**src/rtl/outport_scheduler.sv**
```systemverilog
// Output-port wormhole scheduler: round-robin grant with 1-cycle arbitration latency, then the lock is held until the tail flit.
// Flits from the owner are acked only when downstream credits remain; a stalled owner keeps the lock.
module outport_scheduler #(
  parameter int PORTS   = 5,
  parameter int CREDITS = 4,
  parameter int CNT_W   = 3
) (
  input  logic             clk_i,
  input  logic             rst_ni,
  input  logic [PORTS-1:0] port_rqs_i,
  input  logic             flit_tail_i,
  input  logic             credit_in_i,
  output logic [PORTS-1:0] arb_ack_o,
  output logic [PORTS-1:0] xbar_cfg_vector_o,
  output logic [CNT_W-1:0] credit_cnt_o,
  output logic             busy_o,
  output logic             credit_err_o
);

  localparam int PTR_W = (PORTS > 1) ? $clog2(PORTS) : 1;
  localparam logic [0:0] ST_IDLE   = 1'b0;
  localparam logic [0:0] ST_LOCKED = 1'b1;
  localparam logic [CNT_W-1:0] CRED_MAX = CNT_W'(CREDITS);

  logic [0:0]       state_q, state_d;
  logic [PTR_W-1:0] rr_ptr_q, rr_ptr_d;
  logic [PTR_W-1:0] owner_q, owner_d;
  logic [CNT_W-1:0] credit_q, credit_d;
  logic             err_q, err_d;

  logic [PTR_W-1:0] winner;
  logic             found;
  logic [PORTS-1:0] owner_oh;
  logic             locked;
  logic             xfer;
  logic [PTR_W-1:0] next_ptr;

  // First requester at or after rr_ptr, wrapping around the port list.
  always_comb begin
    int idx;
    idx    = 0;
    found  = 1'b0;
    winner = '0;
    for (int k = 0; k < PORTS; k++) begin
      idx = int'(rr_ptr_q) + k;
      if (idx >= PORTS) idx = idx - PORTS;
      if (!found && port_rqs_i[idx]) begin
        found  = 1'b1;
        winner = PTR_W'(idx);
      end
    end
  end

  always_comb begin
    owner_oh          = '0;
    owner_oh[owner_q] = 1'b1;
  end

  assign locked   = (state_q == ST_LOCKED);
  assign xfer     = locked && port_rqs_i[owner_q] && (credit_q != '0);
  assign next_ptr = (owner_q == PTR_W'(PORTS - 1)) ? '0 : owner_q + PTR_W'(1);

  always_comb begin
    state_d  = state_q;
    rr_ptr_d = rr_ptr_q;
    owner_d  = owner_q;
    if (!locked) begin
      if (found) begin
        owner_d = winner;
        state_d = ST_LOCKED;
      end
    end else if (xfer && flit_tail_i) begin
      state_d  = ST_IDLE;
      rr_ptr_d = next_ptr;
    end
  end

  // A simultaneous send and return leaves the count unchanged.
  always_comb begin
    credit_d = credit_q;
    err_d    = err_q;
    if (xfer && !credit_in_i) begin
      credit_d = credit_q - CNT_W'(1);
    end else if (credit_in_i && !xfer) begin
      if (credit_q == CRED_MAX) err_d = 1'b1;
      else                      credit_d = credit_q + CNT_W'(1);
    end
  end

  always_ff @(posedge clk_i or negedge rst_ni) begin
    if (!rst_ni) begin
      state_q  <= ST_IDLE;
      rr_ptr_q <= '0;
      owner_q  <= '0;
      credit_q <= CRED_MAX;
      err_q    <= 1'b0;
    end else begin
      state_q  <= state_d;
      rr_ptr_q <= rr_ptr_d;
      owner_q  <= owner_d;
      credit_q <= credit_d;
      err_q    <= err_d;
    end
  end

  assign arb_ack_o         = xfer ? owner_oh : '0;
  assign xbar_cfg_vector_o = locked ? owner_oh : '0;
  assign credit_cnt_o      = credit_q;
  assign busy_o            = locked;
  assign credit_err_o      = err_q;

endmodule
```
**config.mk**
```make
export PLATFORM = sky130hd
export DESIGN_NAME = outport_scheduler
export DESIGN_NICKNAME = d
export VERILOG_FILES = /design/src/rtl/outport_scheduler.sv
export SDC_FILE = /design/constraint.sdc
export NUM_CORES = 1
export LEC_CHECK = 0
export CAP_MARGIN = 30
export CORE_ASPECT_RATIO = 0.75
export CORE_UTILIZATION = 60
export DETAILED_ROUTE_END_ITERATION = 8
export DONT_BUFFER_PORTS = 1
export PLACE_DENSITY = 0.85
export SLEW_MARGIN = 20
export SYNTH_ARGS = -nofsm -noshare
export SYNTH_HDL_FRONTEND = slang
export SYNTH_SLANG_ARGS = --single-unit
```
**constraint.sdc**
```tcl
create_clock -name clk_i -period 5.7 [get_ports clk_i]
set_clock_uncertainty 0.15 [all_clocks]
set_input_delay 1.425 -clock clk_i [delete_from_list [all_inputs] [get_ports clk_i]]
set_output_delay 1.425 -clock clk_i [all_outputs]
set_load 0.01 [all_outputs]
```
==> results.sh, run 1 <==
export IMPL_final_cell_area_um2=1940
export IMPL_fillers=269
export IMPL_avgSynthCellArea_um2=8.06
export IMPL_grt_max_degree=35
export IMPL_core_um2=2980
export IMPL_critPathTopFamily="compound AO/OA/AOI/OAI gates"
export IMPL_yosys_register_bits=11
export IMPL_clk_latency_ps=240
export IMPL_finalSetupTns_ps=0
export IMPL_cp_data_arrival_time_ps=2850
export IMPL_final_util_pct=65.1
export IMPL_synth_ff_type="dfrtp_1"
export IMPL_place_inst=265
export IMPL_grt_pass1_wl_um=7770
export IMPL_finalSetupViolations=0
export IMPL_fmaxAchievable_mhz=226
export IMPL_clock_sinks=11
export IMPL_insertedDiodeCount=0
export IMPL_tightest_slew_ps=679
export IMPL_ios=24
export IMPL_hold_path_class="register to register"
export IMPL_syn_inst=235
export IMPL_status="finished, final reports clean"
export IMPL_hp_start="credit_cnt_o[2]"
export IMPL_via_count=1815
export IMPL_cp_end_kind="output port"
export IMPL_finalCritPeriodShare_pct=77.6
export IMPL_die_y_um=50.7
export IMPL_hold_violations=0
export IMPL_r2r_start="rr_ptr_q[1]"
export IMPL_cp_start_kind="input port"
export IMPL_hold_depth=2
export IMPL_crit_cells=5
export IMPL_critPathBufInv=0
export IMPL_syn_nets=262
export IMPL_wl_per_cell_um=17.7
export IMPL_synthesis_area_um2=1890
export IMPL_maxSlewViolCount=0
export IMPL_postCtsHoldBufs=0
export IMPL_gp_congestion=0.958
export IMPL_vias_per_cell=6.75
export IMPL_drtIter0Drc=177
export IMPL_globalRouteTotalUtil_pct=30.7
export IMPL_antenna_left=0
export IMPL_rsz0062_at_grt="false"
export IMPL_dpl_hpwl_um=3500
export IMPL_yosys_warnings=0
export IMPL_stdcell_count=269
export IMPL_cts_setup_buffers=0
export IMPL_numCtsBuffers=3
export IMPL_crit_required_ps=4120
export IMPL_relSlewSlack_pct=54.7
export IMPL_ys_seq_area_share_pct=14.6
export IMPL_cpPeakStageDelay_ps=670
export IMPL_clk_pin_slew_ps=50
export IMPL_dr_pass1_iters=5
export IMPL_nNetsFinal=259
export IMPL_finalWirelength_um=4750
export IMPL_dieArea_um2=3390
export IMPL_worstPathMaxFanout=8
export IMPL_fp_dieW_um=66.9
export IMPL_cts_root_buf="clkbuf_8"
export IMPL_area_delta_synth_final_pct=2.31
export IMPL_drive_gt1_share_pct=12.6
export IMPL_grt_overflow_total=0
export IMPL_row_count=17
export IMPL_htreeDepth=1
export IMPL_grt_pass1_vias=1539
export IMPL_drc=0
export IMPL_port_buffers=0
export IMPL_dpl_instance_area_um2=1890
export IMPL_cts_resized=0
export IMPL_r2r_cells=10
export IMPL_critPathLaunch="port_rqs_i[1]"
export IMPL_path_cells="mux4_2 > nor2_1 > a2111oi_2 > nand2_1 > nor3_1"
export IMPL_tritoncts="built"
export IMPL_initial_utilization_pct=63.6
export IMPL_min_period_ps=4420
export IMPL_synth_edf_count=0
export IMPL_crit_type="input port to output port"
export IMPL_cts_buffer_depth=2
export IMPL_antenna_found_initial=0
export IMPL_cpMaxStageDelayCell="a2111oi_2"
export IMPL_yosysUniqueCellTypes=68
export IMPL_async_flop_share_pct=100
export IMPL_maxCapViolCount=0
==> worst paths after layout <==
kind | end | slack (ps)
worst min-delay path | credit_cnt_o[2] | 420
max in group asynchronous | credit_cnt_o[2] | 4500
worst max register to register | owner_q[0] | 1750
worst min register to register | credit_cnt_o[2] | 420
min in group asynchronous | owner_q[2] | 730
worst max-delay path | arb_ack_o[0] | 1280
==> metal layers <==
| layer | part of all wire (%) | global-route usage (%) |
|---|---|---|
| met3 | 8.9 | 7.50 |
| met4 | 1.0 | 3.90 |
| met1 | 48 | 47.5 |
| met5 | 0 | 0 |
| met2 | 42 | 42.9 |
==> worst min-delay path, cell delays in order, from the launching register on <==
cell,delay [ps]
dfstp_2,410
o21ai_0,90
o31ai_1,70
==> metrics by stage <==
step	hold WS [ps]	worst slack (ps)
finish	424	1280
floorplan	362	1430
CTS	428	1280
detailed placement	411	1280
global placement	403	1300
global route	458	1070
==> state kept, by name (all words and copies together), names as in the netlist <==
name / cells
credit_cnt_o: 3
owner_q: 3
rr_ptr_q: 3
busy_o: 1
credit_err_o: 1
==> synthesized netlist by cell type, drive strengths merged (4+ instances only) <==
cell	count	area, µm²
a211o	6	52.6
a211oi	5	47.5
a21o	4	30.0
a21oi	22	129
a31oi	5	31.3
buf	9	60.1
dfrtp	10	250
ha	17	213
inv	17	63.8
mux2i	11	110
nand2	20	75.1
nand2b	6	37.5
nand3	6	35.0
nor2	17	63.8
nor3	15	80.1
o21ai	8	40.0
o31ai	4	43.8
==> final cells by class <==
type                       count  area (µm²)  area share (%)
inverter                      17        63.8            3.29
clock buffer                   4        45.0            2.32
sequential                    11         277            14.3
multi-input combinational    197        1490            76.9
timing repair buffer           2        15.0           0.775
tap                           38        47.5            2.45
==> cell families (layout without fill, tap and decap cells) <==
logic type	Yosys count	after routing	share of synthesized area (%)
and+or+nand+nor	84	84	23.6
adders and majority gates	18	18	12.3
xor gates and xnor gates	4	4	2.64
buffers and inverters	27	23	6.74
muxes	14	14	8.19
AOI/OAI and AO/OA	77	77	32.0
DFF	11	11	14.6
==> cells in the final DEF, fill, tap and decap left out, types with 3 or more instances in the layout <==
cell,netlist,final
a211o_1,6,6
a211oi_1,3,3
a21o_1,4,4
a21oi_1,19,19
a31oi_1,5,5
a41oi_1,3,3
and3b_1,3,3
clkbuf_8,0,3
dfrtp_1,10,10
ha_1,17,17
inv_1,16,16
mux2i_1,11,11
nand2_1,20,20
nand2b_1,6,6
nand3_1,5,5
nor2_1,17,17
nor3_1,14,14
o21ai_0,6,6
o31ai_1,3,3
Power of run 1 is not shown: default switching activity piles up to over one toggle a cycle in this logic, so the estimate is an artifact.
==> run 2, diff against run 1 <==
- clock period: 5.7 -> 4.3 ns (I/O delays scaled with it)
==> run 2 against run 1 <==
Against the previous run:
- non-clock buffer count increased by 1
- via count increased by 4.0%
- wire length increased by 2.1%
- largest cell class unchanged
- setup slack got worse by 630 ps
- count of clock-buffer cells in the layout unchanged
==> results.sh, run 2 (synthesized netlist as in run 1, its figures left out) <==
export IMPL_cpPeakStageDelay_ps=500
export IMPL_grt_overflow_total=0
export IMPL_maxSlewViolCount=0
export IMPL_rsz0062_at_grt="false"
export IMPL_layout_commonest_cell="nand2_1"
export IMPL_grt_pass1_vias=1608
export IMPL_die_y_um=50.7
export IMPL_antenna_found_initial=0
export IMPL_fmaxAchievable_mhz=274
export IMPL_r2r_cells=12
export IMPL_clock_sinks=11
export IMPL_post_place_ws_ps=708
export IMPL_cts_buffer_depth=2
export IMPL_crit_cells=12
export IMPL_gp_congestion=0.917
export IMPL_cts_setup_buffers=0
export IMPL_drtIter0Drc=240
export IMPL_nNetsFinal=260
export IMPL_numCtsBuffers=3
export IMPL_postLayoutSetupSlackWorst_ps=644
export IMPL_core_um2=2980
export IMPL_cpMaxStageDelayCell="dfrtp_1"
export IMPL_status="finished, final reports clean"
export IMPL_path_cells="inv_1 > ha_1 > inv_1 > ha_1 > a211o_1 > a211oi_2 > mux2i_1 > nor3b_2 > nor3_2 > nand3_2 > or4_1 > o221ai_1"
export IMPL_reg2reg_to="owner_q[0]"
export IMPL_dr_pass1_iters=5
export IMPL_drive_gt1_share_pct=12.9
export IMPL_fp_dieW_um=66.9
export IMPL_finalCritPeriodShare_pct=85.0
export IMPL_crit_type="register to register"
export IMPL_ios=24
export IMPL_dieArea_um2=3390
export IMPL_hold_violations=0
export IMPL_clk_pin_slew_ps=60
export IMPL_clk_latency_ps=240
export IMPL_final_cell_area_um2=1950
export IMPL_grt_max_degree=34
export IMPL_cp_end_kind="register"
export IMPL_port_buffers=0
export IMPL_cp_data_arrival_time_ps=3660
export IMPL_dpl_instance_area_um2=1900
export IMPL_tightest_slew_ps=562
export IMPL_vias_per_cell=6.99
export IMPL_final_cell_mix="nand2_1, a21oi_1, nor2_1, ha_1, inv_1"
export IMPL_cts_resized=0
export IMPL_worstPathMaxFanout=12
export IMPL_drc=0
export IMPL_finalSetupTns_ps=0
export IMPL_crit_required_ps=4310
export IMPL_grt_pass1_wl_um=8000
export IMPL_cp_start_kind="register"
export IMPL_row_count=17
export IMPL_wl_per_cell_um=18.0
export IMPL_relSlewSlack_pct=62.5
export IMPL_htreeDepth=1
export IMPL_r2r_start="rr_ptr_q[1]"
export IMPL_postCtsHoldBufs=0
export IMPL_antenna_left=0
export IMPL_dpl_hpwl_um=3600
export IMPL_globalRouteTotalUtil_pct=31.2
export IMPL_via_count=1888
export IMPL_hold_path_class="input port to asynchronous set/reset pin"
export IMPL_area_delta_synth_final_pct=2.71
export IMPL_r2r_slack_ps=640
export IMPL_insertedDiodeCount=0
export IMPL_cts_root_buf="clkbuf_8"
export IMPL_critPathTopFamily="simple AND/OR/NAND/NOR gates"
export IMPL_tritoncts="built"
export IMPL_finalSetupViolations=0
export IMPL_initial_utilization_pct=63.6
export IMPL_critPathBufInv=2
export IMPL_maxCapViolCount=0
export IMPL_finalWirelength_um=4850
export IMPL_min_period_ps=3660
[run 2: cell count changes in the layout (fill, tap and decap cells not counted), sizes merged]
cell and delta:
buf +1
[run 2: per-stage QoR]
stage	util, %	hold WS, ps	std cells
final	65.3	373	270
after global routing	65.3	365	270
after CTS	65.3	372	270
after detailed placement	63.8	385	266
after global placement	63.8	383	266
after floorplan	-	362	235
[run 2: final cells by class]
cell class	count	area, µm²
tap	38	47.5
fill	247	1030
clock buffer	4	45.0
sequential	11	277
multi-input combinational	197	1490
inverter	17	63.8
timing repair buffer	3	22.5
[run 2: per-layer routing]
metal / GRT usage, % / vias up / part of all wire, %
met4: 4.96 / 0 / 0.82
li1: - / 879 / -
met1: 48.8 / 897 / 47
met5: 0 / - / 0
met3: 5.68 / 6 / 9.3
met2: 44.1 / 106 / 43
[run 2: worst max path at each step]
stage	start	endpoint	slack (ps)
finish	rr_ptr_q[1]	owner_q[0]	640
global route	rr_ptr_q[1]	owner_q[0]	410
CTS	rr_ptr_q[1]	owner_q[0]	660
detailed placement	rr_ptr_q[1]	owner_q[0]	710
global placement	rr_ptr_q[1]	owner_q[0]	770
floorplan	port_rqs_i[1]	arb_ack_o[0]	730
Power of run 2 is left out for the same reason.
